[src/rtl/decode_scoreboard.sv]
// Decode-stage register scoreboard: per-GPR pending-write counters, RAW/WAW/fence.i hold, inflight tracking.
// Optional CSR pending counter enabled by defining SCOREBOARD_CSR_EN.
module decode_scoreboard (
  input  logic       clock,
  input  logic       reset,
  input  logic       issue_fire_i,
  input  logic       issue_wena_i,
  input  logic [4:0] issue_waddr_i,
  input  logic       issue_csr_wena_i,
  input  logic       rena1_i,
  input  logic [4:0] raddr1_i,
  input  logic       rena2_i,
  input  logic [4:0] raddr2_i,
  input  logic       csr_rena_i,
  input  logic       fencei_i,
  input  logic       commit_wena_i,
  input  logic [4:0] commit_waddr_i,
  input  logic       commit_csr_wena_i,
  output logic       hazard_o,
  output logic       busy_o,
  output logic [3:0] inflight_o,
  output logic       err_o
);

  localparam logic [3:0] INFLIGHT_MAX = 4'd15;
  localparam logic [1:0] CNT_MAX      = 2'd3;

  // Entry 0 exists only to keep indexing simple; it is held at zero.
  logic [31:0][1:0] cnt_q, cnt_d;
  logic [3:0]       inflight_q, inflight_d;
  logic             err_q, err_d;

  logic src1_pending, src2_pending, dest_full, fence_wait, inflight_full;
  logic csr_hazard, csr_underflow;
  logic issue_ok, gpr_inc, gpr_cmt, gpr_dec, gpr_underflow;
  logic inf_inc, inf_dec;

`ifdef SCOREBOARD_CSR_EN
  logic [1:0] csr_cnt_q, csr_cnt_d;
  logic       csr_inc, csr_dec;
`else
  logic unused_csr;
  assign unused_csr = csr_rena_i;
`endif

  assign busy_o     = (inflight_q != 4'd0);
  assign inflight_o = inflight_q;
  assign err_o      = err_q;

  // Hazard looks only at registered counters: a commit in this cycle is not bypassed.
  always_comb begin
    // NOTE: every signal written here gets a default first so no path leaves it unassigned (no latches).
    src1_pending  = 1'b0;
    src2_pending  = 1'b0;
    dest_full     = 1'b0;
    csr_hazard    = 1'b0;
    if (rena1_i && (raddr1_i != 5'd0))
      src1_pending = (cnt_q[raddr1_i] != 2'd0);
    if (rena2_i && (raddr2_i != 5'd0))
      src2_pending = (cnt_q[raddr2_i] != 2'd0);
    if (issue_wena_i && (issue_waddr_i != 5'd0))
      dest_full = (cnt_q[issue_waddr_i] == CNT_MAX);
    fence_wait    = fencei_i && busy_o;
    inflight_full = (inflight_q == INFLIGHT_MAX);
`ifdef SCOREBOARD_CSR_EN
    csr_hazard = (csr_rena_i && (csr_cnt_q != 2'd0)) ||
                 (issue_csr_wena_i && (csr_cnt_q == CNT_MAX));
`endif
    hazard_o = src1_pending || src2_pending || dest_full || fence_wait ||
               inflight_full || csr_hazard;
  end

  always_comb begin
    issue_ok      = issue_fire_i && !hazard_o;
    gpr_inc       = issue_ok && issue_wena_i && (issue_waddr_i != 5'd0);
    gpr_cmt       = commit_wena_i && (commit_waddr_i != 5'd0);
    gpr_dec       = gpr_cmt && (cnt_q[commit_waddr_i] != 2'd0);
    gpr_underflow = gpr_cmt && (cnt_q[commit_waddr_i] == 2'd0);

    cnt_d    = cnt_q;
    cnt_d[0] = 2'd0;
    for (int r = 1; r < 32; r++) begin
      case ({gpr_inc && (issue_waddr_i == 5'(r)), gpr_dec && (commit_waddr_i == 5'(r))})
        2'b10:   if (cnt_q[r] != CNT_MAX) cnt_d[r] = cnt_q[r] + 2'd1;
        2'b01:   cnt_d[r] = cnt_q[r] - 2'd1;
        default: cnt_d[r] = cnt_q[r];
      endcase
    end

    csr_underflow = 1'b0;
`ifdef SCOREBOARD_CSR_EN
    csr_inc       = issue_ok && issue_csr_wena_i;
    csr_dec       = commit_csr_wena_i && (csr_cnt_q != 2'd0);
    csr_underflow = commit_csr_wena_i && (csr_cnt_q == 2'd0);
    csr_cnt_d     = csr_cnt_q;
    case ({csr_inc, csr_dec})
      2'b10:   if (csr_cnt_q != CNT_MAX) csr_cnt_d = csr_cnt_q + 2'd1;
      2'b01:   csr_cnt_d = csr_cnt_q - 2'd1;
      default: csr_cnt_d = csr_cnt_q;
    endcase
`endif

    // Counts every writing instruction, including x0 and CSR-only writes; saturates at both ends.
    inf_inc    = issue_ok && (issue_wena_i || issue_csr_wena_i);
    inf_dec    = commit_wena_i || commit_csr_wena_i;
    inflight_d = inflight_q;
    if (inf_inc && !inf_dec && (inflight_q != INFLIGHT_MAX))
      inflight_d = inflight_q + 4'd1;
    else if (inf_dec && !inf_inc && (inflight_q != 4'd0))
      inflight_d = inflight_q - 4'd1;

    err_d = err_q || (issue_fire_i && hazard_o) || gpr_underflow || csr_underflow;
  end

  always_ff @(posedge clock or negedge reset) begin
    if (!reset) begin
      // NOTE: the counter array must be reset, since stale pending counts would stall decode forever.
      cnt_q      <= '0;
      inflight_q <= '0;
      err_q      <= 1'b0;
    end else begin
      // NOTE: non-blocking assignments so every flop samples its pre-edge value.
      cnt_q      <= cnt_d;
      inflight_q <= inflight_d;
      err_q      <= err_d;
    end
  end

`ifdef SCOREBOARD_CSR_EN
  always_ff @(posedge clock or negedge reset) begin
    if (!reset) csr_cnt_q <= '0;
    else        csr_cnt_q <= csr_cnt_d;
  end
`endif

endmodule

[config.mk]
export PLATFORM = sky130hd
export DESIGN_NAME = decode_scoreboard
export DESIGN_NICKNAME = d
export VERILOG_FILES = /design/src/rtl/decode_scoreboard.sv
export SDC_FILE = /design/constraint.sdc
export NUM_CORES = 1
export LEC_CHECK = 0
export CORE_UTILIZATION = 28
export CTS_BUF_LIST = sky130_fd_sc_hd__clkbuf_16
export CTS_CLUSTER_DIAMETER = 120
export CTS_CLUSTER_SIZE = 8
export DETAILED_ROUTE_END_ITERATION = 7
export GPL_ROUTABILITY_DRIVEN = 0
export PLACE_DENSITY = 0.44
export SETUP_SLACK_MARGIN = 0.2
export SLEW_MARGIN = 10
export SYNTH_ARGS = -nofsm -noshare
export SYNTH_HDL_FRONTEND = slang
export SYNTH_SLANG_ARGS = --single-unit
export TNS_END_PERCENT = 10
[constraint.sdc]
create_clock -name clock -period 3.9 [get_ports clock]
set_input_delay 0.78 -clock clock [delete_from_list [all_inputs] [get_ports clock]]
set_output_delay 0.78 -clock clock [all_outputs]
set_load 0.005 [all_outputs]
Yosys cells after proc, flatten, opt, wreduce, memory -nomap -nowiden --
Index checks and enable logic that the tools add are counted.
Storage, ports and cells: flip-flop bits (word level) 67, input bits 31, output and inout bits 7, logic and storage cells 526
Cells by class: add/sub/neg operators 64, order comparisons 4, eq/ne operators 189, multiplexer cells 75, reduce and logical (&&, ||, !) cells 161
Operators with widths (count):
- equality test 5 bit (second input constant) | 32
- != test 2 bit (second input constant) | 62
- one-hot mux 2 bit (2 select lines) | 31
- equality test 5 x 4 -> 1 bit (second input constant) | 16
- logical AND 1 bit | 78
- 2-to-1 mux 2 bit | 35
- nonzero test 2 bit | 35
- equality test 2 bit (second input constant) | 32
- adder 2 x 1 -> 2 bit (second input constant) | 31
- equality test 2 x 1 -> 1 bit (second input constant) | 31
- AND reduction 2 bit | 31
- subtractor 2 x 1 -> 2 bit (second input constant) | 31
- binary-select mux 2 bit (select 5 bit) | 4
- equality test 5 x 3 -> 1 bit (second input constant) | 8
- less-than comparator 5 x 6 -> 1 bit (second input constant) | 4
- equality test 5 x 2 -> 1 bit (second input constant) | 4
- nonzero test 5 bit | 4
- equality test 5 x 1 -> 1 bit (second input constant) | 2
- logical OR 1 bit | 8
- 2-to-1 mux 4 bit | 2
- adder 4 x 1 -> 4 bit (second input constant) | 1
- equality test 4 bit (second input constant) | 1
- != test 4 bit (second input constant) | 1
- nonzero test 4 bit | 1
- 4 further kinds | 8

Logic depth before layout (Yosys ltp) --
depth in word-level cells 16, depth in mapped cells 15, depth with buffers taken out 12

Least setup slack after synthesis --
Ideal clock, no wire load.
path type input port to flip-flop, from input port issue_waddr_i[0], to register inflight_q[3] (netlist: inflight_o[3]), library setup time 0.128 ns, data arrival time 3.311 ns, required time 3.772 ns, slack 0.461 ns, stages 13, path buffers 1, cell sequence buf_2 mux4_2 a221oi_1 a31o_1 a21oi_1 a22oi_1 nand4_1 ha_1 a21o_1 a21oi_1 nor2b_1 mux2i_1 nand3_1
On the way: longest elaborated chain between the ends 14, elaborated cells on any way between the ends 19, those cells by class eq/ne: 1; mux: 4; reduce/logical: 14
Ends and longest elaborated chain:
- from (decl) | RTL line 8 | input logic [4:0] issue_waddr_i,
- binary-select mux 2 bit (select 5 bit) | RTL line 62 | dest_full = (cnt_q[issue_waddr_i] == CNT_MAX);
- 2-to-1 mux 2 bit (implied by the code) | RTL line 62
- equality test 2 bit | RTL line 62
- 2-to-1 mux 1 bit (*) | RTL line 61 | if (issue_wena_i && (issue_waddr_i != 5'd0))
- logical OR 1 bit (*) (3 in series) | RTL line 69 | hazard_o = src1_pending || src2_pending || dest_full || fence_wait ||
- zero test 1 bit (*) | RTL line 74 | issue_ok = issue_fire_i && !hazard_o;
- logical AND 1 bit (*) | RTL line 74
- logical AND 1 bit (*) | RTL line 104 | inf_inc = issue_ok && (issue_wena_i || issue_csr_wena_i);
- zero test 1 bit | RTL line 109 | else if (inf_dec && !inf_inc && (inflight_q != 4'd0))
- logical AND 1 bit (2 in series) | RTL line 109
- nonzero test 2 bit (no line)
- to (signal assigned) | RTL line 124 | inflight_q <= inflight_d;
- to (decl) | RTL line 30 | logic [3:0] inflight_q, inflight_d;
Mark *: on every way between the ends. The rest lies on a longest branch, timed or not. The select of a mux whose other input is x is not followed. A chain may end at the register's enable or synchronous reset.

Worst setup path after layout --
from input port raddr1_i[4], to output port hazard_o
On the way: longest elaborated chain between the ends 8, elaborated cells on any way between the ends 10, those cells by class mux: 3; reduce/logical: 7
Ends and longest elaborated chain:
- from (decl) | RTL line 11 | input logic [4:0] raddr1_i,
- binary-select mux 2 bit (select 5 bit) | RTL line 58 | src1_pending = (cnt_q[raddr1_i] != 2'd0);
- 2-to-1 mux 2 bit (implied by the code) | RTL line 58
- nonzero test 2 bit | RTL line 58
- 2-to-1 mux 1 bit (*) | RTL line 57 | if (rena1_i && (raddr1_i != 5'd0))
- logical OR 1 bit (*) (4 in series) | RTL line 69
- to (decl) | RTL line 19 | output logic hazard_o,
Marked as above.

==> flow_summary.toml <==
[power]
peakVddDrop_mv = 0.1710
powerDensity_nw_per_um2 = 517.2
total_leakage_power_uw = 0.002750

[logic_synthesis]
ys_ff_latch = 67
synthArstFlopShare_pct = 100.0
synth_xor_xnor_area_share_pct = 7.756
synth_top_area_share_pct = 29.86
netlist_instances = 643
synth.mux.area_fraction_pct = 9.606
syn-num-nets = 677
yosys.area_share.simple_pct = 24.85
synth.avg_cell_area_sq_um = 8.731
synth.largest_area_cell = "dfrtp_1"
ys_seq_area_share_pct = 29.86
syn_area_sq_um = 5614
yosysWarnings = 0
synth_edf_count = 0
synth.distinct_cells = 71
yosys-top-cells-area = "dfrtp_1 30%, xnor2_1 6.7%, mux4_2 6.4%"
synth_top_family_by_area = "simple AND/OR/NAND/NOR gates"
yosys.area_share.adder_pct = 0.8023
synthFlopType = "dfrtp_1"
synth_compound_area_share_pct = 21.31

[cells_and_area]
finish.utilization_pct = 35.91
diodes = 0
seqCellArea_sq_um = 1677
layout_commonest_cell = "buf_4"
multiInputGateArea_sq_um = 3721
layout-drive-gt1-share_pct = 20.59
syn2layout_area_growth_pct = 25.32
final_nets = 744
final_cell_mix = "71 x buf_4, 67 x dfrtp_1, 51 x nand2_1, 43 x xnor2_1, 42 x nor2_1"
fill_cells = 2013

[timing]
finalMaxSlewViolations = 0
rsz0062_at_grt = "no"
fmax_mhz = 281.8
hold_slack_ns = 0.4781
fin_crit_sh_pct = 91.00
finalCriticalPeriod_ns = 3.549
relSlewSlack_pct = 35.47
finalHoldViolCount = 0
skew_ns = 0.007429
setup_viol = 0
max_slew.worst_pin.slew_ns = 0.9680

[hold_path]
worstHoldStart = "err_o$_DFF_PN0_"
whs_path_depth = 1
min_path_type = "reg2reg"
holdPathEnd = "err_o$_DFF_PN0_"

[die]
coreArea_sq_um = 19590
die-area_sq_um = 20620
core.rowCount = 51
ios = 38
die_w_um = 143.6
die_h_um = 143.6
start_util_pct = 28.66

[route]
wl_per_cell_um = 21.00
vias_per_cell = 5.733
vias = 5613
drt-pass1-iter-count = 5
drt-initial-drc-count = 508
drc = 0
drtAntennaViolNets = 0
drt-total-wl_mm = 20.56

[critical_path]
startpoint_type = "primary input"
cp_data_arrival_time_ns = 2.77
critPathMaxFanout = 3
required_ns = 3.12
endpoint_kind = "output pin"
r2r_setup_slack_ns = 0.53
worstReg2RegEnd = "inflight_o[2]$_DFFE_PN0P_"
rr_worst_depth = 13
path_class = "in2out"
reg2reg_from = "cnt_q[38]$_DFFE_PN0P_"

[cts]
clock-sinks = 67
cts-htree-levels = 3
cts_tree = "done"
clock_latency_ns = 0.35
clk_pin_slew_ns = 0.06
clockBufferDepth = 2
cts_buffers = 9
clock-root-buffer = "clkbuf_16"
cts_hold_buf = 0

[flow_run]
maxCapViolCount = 0

[grt]
antenna_found_initial = 0
grt_pass1_vias = 5597
grt_overflow = 0
grt_pass1_wl_mm = 32.17
gr-usage-all-layers_pct = 20.86
grt_max_degree = 66

[placed_design]
port_buffers = 36
dp_hpwl_mm = 15.21

[run_status]
outcome = "finished clean"
==> Yosys cell counts, types with 4 or more instances <==
library cell	number
a211oi_1	5
a21oi_1	12
and2_1	6
and3_1	10
buf_2	19
clkbuf_1	32
dfrtp_1	67
inv_1	11
inv_2	5
mux2_2	4
mux2i_1	10
mux4_2	16
nand2_1	51
nand2b_1	5
nand3_1	41
nand3b_1	6
nand4_1	8
nor2_1	42
nor2b_1	6
nor3_1	19
nor3b_1	9
nor4_1	18
o2111ai_1	22
o211ai_1	11
o21ai_0	15
o21ai_1	4
o22ai_1	6
o311ai_1	4
o31a_1	22
o41ai_1	18
or2_1	18
or3_1	14
xnor2_1	43
==> critical path, stage by stage <==
cell             delay [ns]
clkdlybuf4s50_1        0.44
buf_4                  0.16
a2111o_1               0.37
a32o_2                 0.29
a22oi_2                0.24
and2_4                 0.19
inv_2                  0.03
dlygate4sd2_1          0.25
==> state kept, by name (all words and copies together), names as in the netlist <==
register / count
cnt_q: 62
err_o: 1
inflight_o: 4
==> routing by layer <==
| metal | part of all wire (%) | track usage, % | wire length (um) |
|---|---|---|---|
| met1 | 44 | 27.54 | 9122 |
| met2 | 47 | 33.75 | 9615 |
| met3 | 6.1 | 2.866 | 1261 |
| met4 | 2.7 | 9.462 | 563 |
| met5 | 0 | 0 | 0 |
==> per-stage QoR <==
stage / TNS [ns] / cell area (sq um) / std cells / power (uW) / worst slack [ns]
2_1_floorplan: 0 / 5614 / 643 / 2231 / 0.4607
3_3_place_gp: -12.72 / 6584 / 955 / 2742 / -0.4013
3_5_place_dp: -14.54 / 6584 / 955 / 2791 / -0.4369
4_1_cts: 0 / 6957 / 977 / 3635 / 0.2064
5_1_grt: 0 / 7036 / 979 / 3873 / 0.1939
6_report: 0 / 7036 / 979 / 3639 / 0.3508
==> final cells by class <==
cell class	count	area share, %
multi-input combinational	502	52.89
sequential	67	23.83
timing repair buffer	114	13.80
tap	265	4.713
clock buffer	9	3.201
inverter	16	0.8536
clock inverter	6	0.7114
==> timing repair <==
item,in CTS,in global routing
hold endpoints to repair,0,0
pin swaps,7,10
cloned,0,1
resized for setup,24,24
buffers inserted,7,1
endpoints found under the setup margin,46,17
==> how the worst max path moves through the flow <==
stage | to | cells after the start | start | slack, ns
after floorplan | inflight_o[3]$_DFFE_PN0P_ | 13 | issue_waddr_i[0] | 0.46
after global placement | hazard_o | 10 | issue_waddr_i[0] | -0.40
after detailed placement | cnt_q[37]$_DFFE_PN0P_ | 11 | issue_waddr_i[1] | -0.44
after CTS | hazard_o | 8 | raddr2_i[1] | 0.21
after global routing | inflight_o[3]$_DFFE_PN0P_ | 15 | raddr2_i[3] | 0.19
final | hazard_o | 8 | raddr1_i[4] | 0.35
==> kinds of logic (layout without fill, tap and decap cells) <==
kind of cell             count (synthesis)  after routing
AND/OR/NAND/NOR                        264            264
AO/OA/AOI/OAI                          154            154
buffers and inverters                   74            145
flip-flops                              67             67
XOR/XNOR                                48             48
multiplexers                            33             33
adder cells (fa/ha/maj)                  3              3
==> power by group <==
part / leakage, uW / internal (uW) / switching [uW]
registers: 0.000856 / 905 / 349
logic: 0.00175 / 806 / 791
clock network: 0.000143 / 481 / 308
Power figures use the tool's default switching activity.
